==> src/rtl/bp_mem_beat_bridge.sv <==
// Serializes one block-wide memory command into 64-bit beat transactions
// (critical word first) and gathers read beats into a single response.
module bp_mem_beat_bridge #(
  parameter int paddr_width_p   = 40,
  parameter int block_width_p   = 512,
  parameter int payload_width_p = 16,
  localparam int mem_msg_width_lp = 4 + paddr_width_p + 3 + payload_width_p + block_width_p
) (
  input  logic                        clk_i,
  input  logic                        reset_n_i,
  input  logic [mem_msg_width_lp-1:0] mem_cmd_i,
  input  logic                        mem_cmd_v_i,
  output logic                        mem_cmd_ready_o,
  output logic [mem_msg_width_lp-1:0] mem_resp_o,
  output logic                        mem_resp_v_o,
  input  logic                        mem_resp_yumi_i,
  output logic                        beat_v_o,
  input  logic                        beat_ready_i,
  output logic                        beat_w_o,
  output logic [paddr_width_p-1:0]    beat_addr_o,
  output logic [63:0]                 beat_wdata_o,
  output logic [7:0]                  beat_wmask_o,
  input  logic [63:0]                 beat_rdata_i,
  input  logic                        beat_rdata_v_i,
  output logic                        error_o
);

  localparam int hdr_width_lp = 4 + paddr_width_p + 3 + payload_width_p;
  localparam int lanes_lp     = block_width_p / 64;
  localparam logic [2:0] max_size_lp = 3'($clog2(block_width_p / 8));

  typedef enum logic [1:0] {ST_IDLE, ST_ISSUE, ST_WAIT, ST_RESP} state_e;

  state_e                      state_r;
  logic                        ready_r;
  logic [mem_msg_width_lp-1:0] cmd_r;
  logic [block_width_p-1:0]    resp_data_r;
  logic                        resp_v_r;
  logic [3:0]                  n_r;
  logic                        is_w_r;
  logic [3:0]                  issue_cnt_r;
  logic [3:0]                  rcv_cnt_r;
  logic                        beat_v_r;
  logic                        beat_w_r;
  logic [paddr_width_p-1:0]    beat_addr_r;
  logic [63:0]                 beat_wdata_r;
  logic [7:0]                  beat_wmask_r;
  logic                        error_r;

  logic [3:0]               cur_type;
  logic [paddr_width_p-1:0] cur_addr;
  logic [2:0]               cur_size_raw;
  logic [2:0]               cur_size;
  logic [2:0]               align_lg;
  logic [block_width_p-1:0] cur_data;
  logic [3:0]               cur_n;
  logic [3:0]               cur_idx;
  logic [3:0]               wrap_idx;
  logic                     cur_w;
  logic [7:0]               sub_mask;
  logic [paddr_width_p-1:0] nxt_addr;
  logic [63:0]              nxt_wdata;
  logic [7:0]               nxt_wmask;
  logic                     hs;
  logic                     last_hs;
  logic                     rd_acc;
  logic [3:0]               rcv_next;

  function automatic logic [3:0] sat_inc(input logic [3:0] v);
    return (v == 4'hF) ? v : v + 4'd1;
  endfunction

  // Beat fields for the next beat: from the incoming command while idle, else from the captured one
  always_comb begin
    if (state_r == ST_IDLE) begin
      cur_type     = mem_cmd_i[3:0];
      cur_addr     = mem_cmd_i[4 +: paddr_width_p];
      cur_size_raw = mem_cmd_i[4+paddr_width_p +: 3];
      cur_data     = mem_cmd_i[hdr_width_lp +: block_width_p];
      cur_idx      = 4'd0;
    end else begin
      cur_type     = cmd_r[3:0];
      cur_addr     = cmd_r[4 +: paddr_width_p];
      cur_size_raw = cmd_r[4+paddr_width_p +: 3];
      cur_data     = cmd_r[hdr_width_lp +: block_width_p];
      cur_idx      = issue_cnt_r + 4'd1;
    end
    cur_size = (cur_size_raw > max_size_lp) ? max_size_lp : cur_size_raw;
    cur_w    = (cur_type == 4'd2) || (cur_type == 4'd3);
    if (cur_size < 3'd3) begin
      cur_n    = 4'd1;
      align_lg = 3'd3;
    end else begin
      cur_n    = 4'd1 << (cur_size - 3'd3);
      align_lg = cur_size;
    end
    // Critical word first, wrapping inside the size-aligned region
    wrap_idx = (4'(cur_addr[5:3]) + cur_idx) & (cur_n - 4'd1);
    nxt_addr = (cur_addr & ~((paddr_width_p'(1) << align_lg) - paddr_width_p'(1)))
             + (paddr_width_p'(wrap_idx) << 3);
    case (cur_size)
      3'd0:    sub_mask = 8'h01;
      3'd1:    sub_mask = 8'h03;
      3'd2:    sub_mask = 8'h0F;
      default: sub_mask = 8'hFF;
    endcase
    if (!cur_w) begin
      nxt_wmask = 8'h00;
      nxt_wdata = 64'h0;
    end else if (cur_size < 3'd3) begin
      nxt_wmask = sub_mask << cur_addr[2:0];
      nxt_wdata = cur_data[63:0] << {cur_addr[2:0], 3'b000};
    end else begin
      nxt_wmask = 8'hFF;
      nxt_wdata = 64'(cur_data >> {cur_idx, 6'b000000});
    end
  end

  assign hs       = beat_v_r && beat_ready_i;
  assign last_hs  = hs && ((issue_cnt_r + 4'd1) == n_r);
  assign rd_acc   = beat_rdata_v_i && !is_w_r && (rcv_cnt_r < n_r)
                 && ((state_r == ST_ISSUE) || (state_r == ST_WAIT));
  assign rcv_next = rd_acc ? sat_inc(rcv_cnt_r) : rcv_cnt_r;

  // Control FSM, beat issue registers and read-data collection
  always_ff @(posedge clk_i or negedge reset_n_i) begin
    if (!reset_n_i) begin
      state_r      <= ST_IDLE;
      ready_r      <= 1'b0;
      cmd_r        <= '0;
      resp_data_r  <= '0;
      resp_v_r     <= 1'b0;
      n_r          <= 4'd0;
      is_w_r       <= 1'b0;
      issue_cnt_r  <= 4'd0;
      rcv_cnt_r    <= 4'd0;
      beat_v_r     <= 1'b0;
      beat_w_r     <= 1'b0;
      beat_addr_r  <= '0;
      beat_wdata_r <= 64'h0;
      beat_wmask_r <= 8'h00;
      error_r      <= 1'b0;
    end else begin
      if (beat_rdata_v_i && !rd_acc) error_r <= 1'b1;
      if (rd_acc) begin
        for (int k = 0; k < lanes_lp; k++) begin
          if (rcv_cnt_r == 4'(k)) resp_data_r[k*64 +: 64] <= beat_rdata_i;
        end
        rcv_cnt_r <= rcv_next;
      end
      case (state_r)
        ST_IDLE: begin
          if (ready_r && mem_cmd_v_i) begin
            ready_r      <= 1'b0;
            cmd_r        <= mem_cmd_i;
            resp_data_r  <= '0;
            n_r          <= cur_n;
            is_w_r       <= cur_w;
            issue_cnt_r  <= 4'd0;
            rcv_cnt_r    <= 4'd0;
            beat_v_r     <= 1'b1;
            beat_w_r     <= cur_w;
            beat_addr_r  <= nxt_addr;
            beat_wdata_r <= nxt_wdata;
            beat_wmask_r <= nxt_wmask;
            state_r      <= ST_ISSUE;
          end else begin
            ready_r <= 1'b1;
          end
        end
        ST_ISSUE: begin
          if (hs) begin
            issue_cnt_r <= sat_inc(issue_cnt_r);
            if (last_hs) begin
              beat_v_r <= 1'b0;
              // A read's final beat may come back in the same cycle as its issue
              if (is_w_r || (rcv_next == n_r)) begin
                resp_v_r <= 1'b1;
                state_r  <= ST_RESP;
              end else begin
                state_r  <= ST_WAIT;
              end
            end else begin
              beat_addr_r  <= nxt_addr;
              beat_wdata_r <= nxt_wdata;
              beat_wmask_r <= nxt_wmask;
            end
          end
        end
        ST_WAIT: begin
          if (rd_acc && (rcv_next == n_r)) begin
            resp_v_r <= 1'b1;
            state_r  <= ST_RESP;
          end
        end
        ST_RESP: begin
          if (mem_resp_yumi_i) begin
            resp_v_r <= 1'b0;
            ready_r  <= 1'b1;
            state_r  <= ST_IDLE;
          end
        end
        default: state_r <= ST_IDLE;
      endcase
    end
  end

  assign mem_cmd_ready_o = ready_r;
  assign mem_resp_o      = {resp_data_r, cmd_r[hdr_width_lp-1:0]};
  assign mem_resp_v_o    = resp_v_r;
  assign beat_v_o        = beat_v_r;
  assign beat_w_o        = beat_w_r;
  assign beat_addr_o     = beat_addr_r;
  assign beat_wdata_o    = beat_wdata_r;
  assign beat_wmask_o    = beat_wmask_r;
  assign error_o         = error_r;

endmodule
==> config.mk <==
export PLATFORM = sky130hd
export DESIGN_NAME = bp_mem_beat_bridge
export DESIGN_NICKNAME = d
export VERILOG_FILES = /design/src/rtl/bp_mem_beat_bridge.sv
export SDC_FILE = /design/constraint.sdc
export NUM_CORES = 2
export LEC_CHECK = 0
export CAP_MARGIN = 30
export CORE_AREA = 2 2 514 516
export CTS_CLUSTER_DIAMETER = 50
export DETAILED_ROUTE_END_ITERATION = 7
export DIE_AREA = 0 0 516 518
export GPL_ROUTABILITY_DRIVEN = 0
export PLACE_DENSITY = 0.48
export SETUP_SLACK_MARGIN = 0.5
export SLEW_MARGIN = 5
export SYNTH_ARGS = -nofsm -noshare
export SYNTH_HDL_FRONTEND = slang
export SYNTH_SLANG_ARGS = --single-unit
export TNS_END_PERCENT = 30
==> constraint.sdc <==
create_clock -name clk_i -period 7.6 [get_ports clk_i]
set_input_delay 2.28 -clock clk_i [delete_from_list [all_inputs] [get_ports clk_i]]
set_output_delay 2.28 -clock clk_i [all_outputs]
set_load 0.01 [all_outputs]
---- Yosys cells after proc, flatten, opt, wreduce, memory -nomap -nowiden ----
Index checks and enable logic that the tools add are counted.
W data, S select, Z words.
storage, ports and cells
  word-level logic and storage cells ...... 149
  bits in registers ....................... 1218
  input port bits ......................... 645
operators by class
  reduce and logical (&&, ||, !) cells .... 26
  add/subtract/negate cells ............... 7
  bitwise operators ....................... 3
  multiplexer cells ....................... 65
  order comparisons ....................... 3
  shift operators ......................... 5
  equality and inequality tests ........... 26
operator list
  kind                     number
  $mux W512                4
  $mux W64                 13
  $shr A512 B10 Y64        1
  $mux W40                 4
  $pmux W64 S2             1
  $pmux W40 S2             1
  $shl A64 B6 Y64          1
  $mux W4                  11
  $add A40 B7 Y40          1
  $and A40 B40 Y40         1
  $mux W8                  5
  $not A40 Y40             1
  $shl A1 B3 Y40 const A   1
  $sub A40 B1 Y40 const B  1
  $pmux W8 S3              1
  $eq A4 B2 Y1 const B     4
  $eq A4 B3 Y1 const B     4
  $pmux W8 S2              1
  $reduce_and A4 Y1        3
  $mux W1                  11
  $mux W2                  5
  $ne A2 B2 Y1 const B     5
  $mux W3                  3
  $add A4 B1 Y4 const B    2
  32 further kinds         50

---- Logic depth before layout (Yosys ltp) ----
  depth after elaboration ................. 14
  depth in mapped cells ................... 23
  gate-level depth less buffers ........... 17

---- Worst setup path after synthesis ----
No wires, ideal clock.
  kind .................................... in2reg
  start point ............................. input mem_cmd_i[7]
  end point ............................... register beat_addr_r[30], in the netlist beat_addr_o[30]
  arrival time ............................ 5.317 ns
  setup slack ............................. 2.187 ns
  stages .................................. 14
  path buffers ............................ 1
  cells stage by stage .................... mux2_2 > ha_1 > fa_1 > xnor2_1 > nor2_1 > ha_1 > a21o_1 > a21oi_1 > or4b_1 > buf_2 > nor4_4 > and3b_1 > nor3_1 > o31ai_1
between the ends
  word-level cells in the longest chain between the ends .. 7
  elaborated cells between the ends (all ways) .. 9
  those cells by class .................... 2 x add/sub; 5 x mux; 2 x bitwise
RTL lines
  what                  line  source
  start, declared       11    input logic [mem_msg_width_lp-1:0] mem_cmd_i,
  $mux W40 *            75    if (state_r == ST_IDLE) begin
  $add A3 B4 Y4         98    wrap_idx = (4'(cur_addr[5:3]) + cur_idx) & (cur_n - 4'd1);
  $and A4 B4 Y4         98
  $add A40 B7 Y40 *     100   + (paddr_width_p'(wrap_idx) << 3);
  $mux W40              174   if (last_hs) begin
  $mux W40              172   if (hs) begin
  $pmux W40 S2 *        151   case (state_r)
  end signal, assigned  163   beat_addr_r <= nxt_addr;
  end signal, assigned  184   beat_addr_r <= nxt_addr;
  end, declared         45    logic [paddr_width_p-1:0] beat_addr_r;
Every way passes the cells marked *; elsewhere a longest branch is shown, timed or not. The select of a mux whose other input is x is not followed.
A chain may end at the register's enable or synchronous reset.

---- Worst setup path after layout ----
Same ends and word-level chain as after synthesis.

==> impl_metrics.tcl <==
set metrics [dict create \
    clockBufferDepth 3 \
    p_int_mw 16.4 \
    antenna_found_initial 86 \
    p_switching_mw 7.86 \
    core_area_um2 262000 \
    swShare_pct 32.5 \
    pin_count 1337 \
    yosys_most_used_dff "dfrtp_1" \
    port_buffers 1336 \
    dieArea_um2 267000 \
    syn_avg_cell_area_um2 8.77 \
    overflow 0 \
    arrival_ns 6.41 \
    ys.warnings.count 0 \
    cts_hold_buf 0 \
    vias_per_cell 4.68 \
    layout.nets 8219 \
    syn_area_um2 56900 \
    path_class "primary input to flip-flop" \
    status "finished clean" \
    setup_viol 0 \
    yosysSeqAreaShare_pct 53.5 \
    power_frac_seq_pct 35.4 \
    synth_top_family_by_area "simple AND/OR/NAND/NOR gates" \
    drt_first_pass_iters 8 \
    grt_pass1_vias 51775 \
    synthMuxAreaShare_pct 7.72 \
    layout-drive-gt1-share_pct 8.05 \
    powerDensity_nw_per_um2 302 \
    drv_slew 0 \
    die_height_um 518 \
    dp_cells 10873 \
    rsz0062_at_grt "no" \
    grt_util_all_layers_pct 22.2 \
    grt_max_degree 196 \
    cts_tree "built" \
    finalHoldViolations 0 \
    htree_num_levels 4 \
    final_common_cell "nand2_1" \
    area_growth_pct 41.0 \
    netlist_instances 6493 \
    fillers 27609 \
    max-cap-violations 0 \
    clock-sinks 1218 \
    numCtsBuffers 186 \
    cp-end-kind "flip-flop" \
    p_leak_nw 36.0 \
    stdcell_count 11259 \
    worst_slew_pin_slew_ns 1.39 \
    ir_worst_vdd_mv 0.226 \
    ant_nets 0 \
    drt_iter0_drc 5031 \
    worstSetupStartpointType "primary input" \
    required_ns 8.34 \
    layout_min_cycle_time_ns 5.68 \
    period_share_pct 74.7 \
    ys_ff_latch 1218 \
    cp_slowest_cell "or4b_1" \
    clk_pin_slew_ns 0.06 \
    final.setup_skew_ns 0.101 \
    drt-total-wl_mm 307 \
    dp_hpwl_mm 230 \
    max_freq_ghz 0.176 \
    fp.dieW_um 516 \
    synthArstFlopShare_pct 100 \
    grt_pass1_wl_mm 421 \
    tns_ns 0 \
    synthAdderAreaFrac_pct 0.510 \
    relSlewSlack_pct 7.21 \
    synth-simple-area-share_pct 22.1 \
    clkPwrFrac_pct 37.6 \
    ctsResizeCount 0 \
    start_util_pct 21.8 \
    path_max_fanout 8 \
    wl_per_cell_um 27.2 \
    cts_setup_buffers 0 \
    synthDistinctLibCells 77 \
    row_count 188 \
    path_cells "clkdlybuf4s50_1, mux2_2, ha_1, fa_1, inv_1, nor2_1, ha_1, a21o_1, a21o_1, a21oi_1, or4b_1, nor4_4, and3b_1, nor3_1, o31ai_1" \
    final_cell_mix "nand2_1 (2982), clkdlybuf4s50_1 (1333), dfrtp_1 (1216), a21oi_1 (654)" \
    synth_compound_area_share_pct 10.5 \
    power_frac_comb_pct 27.0 \
    cts_root_buffer "clkbuf_16" \
    clk_latency_ns 0.87 \
    synth-xor-area-share_pct 0.747 \
    drc 0 \
    vias 52662 \
    max_stage_delay_ns 0.74 \
    synth_edf_count 0 \
    min_path_type "flip-flop to flip-flop" \
]
## per-layer routing
layer / global-route usage, % / vias to the layer above / share of wire, %
li1: - / 23422 / -
met1: 25.9 / 26202 / 38
met2: 35.9 / 2350 / 46
met3: 7.35 / 602 / 9.4
met4: 12.0 / 86 / 5.9
met5: 0.288 / - / 0.21
## cell families (layout without fill, tap and decap cells)
logic type | count (synthesis) | in the layout
and+or+nand+nor | 3225 | 3225
DFF | 1218 | 1218
AOI/OAI and AO/OA | 1065 | 1065
buffers and inverters | 597 | 1813
muxes | 317 | 317
xor gates and xnor gates | 47 | 47
adders and majority gates | 22 | 22
other | 2 | 37
## stage by stage
step / hold slack [ns] / setup WS [ns] / utilization [%] / total power [mW] / area, µm²
after floorplan: 0.440 / 2.19 / - / 10.6 / 57000
after global placement: 0.453 / 0.986 / 28.0 / 15.1 / 73200
after detailed placement: 0.459 / 1.06 / 28.1 / 15.2 / 73500
after CTS: 0.473 / 1.97 / 30.6 / 24.4 / 80200
after global routing: 0.491 / 1.69 / 30.7 / 25.1 / 80300
final: 0.467 / 1.92 / 30.7 / 24.2 / 80300
## worst max-delay path, delay by kind of cell
| kind | cells | cell delay, ns |
|---|---|---|
| buffers and inverters | 2 | 0.46 |
| AOI/OAI and AO/OA | 4 | 0.78 |
| and+or+nand+nor | 5 | 1.65 |
| muxes | 1 | 0.29 |
| adders and majority gates | 3 | 0.94 |
## synthesized netlist by cell type (31+ instances only)
cell      count  area (µm²)
o211ai_1     33         248
mux2_2       33         372
buf_2        40         200
nand2_1    2983       11200
dfrtp_1    1218       30500
buf_1        43         161
nand3_1      46         230
o21ai_0     166         831
mux4_2       94        2120
o31ai_1      35         263
clkbuf_1    364        1370
buf_4       125         938
nor2b_1      31         194
a21oi_1     654        3270
nor2_1       84         315
a211oi_1     63         473
mux2i_1     189        1890
## sequential cells by signal (all words and copies together) (netlist names)
signal           flops
cmd_r              575
resp_data_r        512
beat_wdata_o        64
beat_addr_o         40
beat_wmask_o         8
issue_cnt_r          4
n_r                  4
rcv_cnt_r            4
state_r              2
beat_v_o             1
beat_w_o             1
error_o              1
mem_cmd_ready_o      1
mem_resp_v_o         1
## power groups by stage
stage          logic (mW)  registers, mW  clock network (mW)
2_1_floorplan        1.46           9.10                   0
3_3_place_gp         6.47           8.61                   0
3_5_place_dp         6.54           8.66                   0
4_1_cts              6.55           8.55                9.28
5_1_grt              6.90           8.69                9.56
6_report             6.54           8.56                9.11
## final timing paths
kind / endpoint / cells past startpoint / slack (ns) / from
max: beat_addr_o[30] / 15 / 1.92 / mem_cmd_i[7]
min: beat_wdata_o[18] / 2 / 0.47 / beat_wdata_o[18]
max reg2reg: beat_addr_o[30] / 15 / 2.24 / state_r[0]
min reg2reg: beat_wdata_o[18] / 2 / 0.47 / beat_wdata_o[18]
max in group asynchronous: cmd_r[29] / 2 / 4.48 / reset_n_i
min in group asynchronous: resp_data_r[203] / 1 / 1.49 / reset_n_i
## area by class of cell
type / count / area (µm²) / share of cell area (%)
sequential: 1218 / 30500 / 38.0
multi-input combinational: 4681 / 23900 / 29.8
timing repair buffer: 1443 / 14700 / 18.2
clock buffer: 235 / 5150 / 6.41
tap: 3515 / 4400 / 5.48
clock inverter: 113 / 1500 / 1.87
inverter: 22 / 85.1 / 0.106
antenna: 32 / 80.1 / 0.0997
No activity file was read; power rests on OpenSTA's default activity.
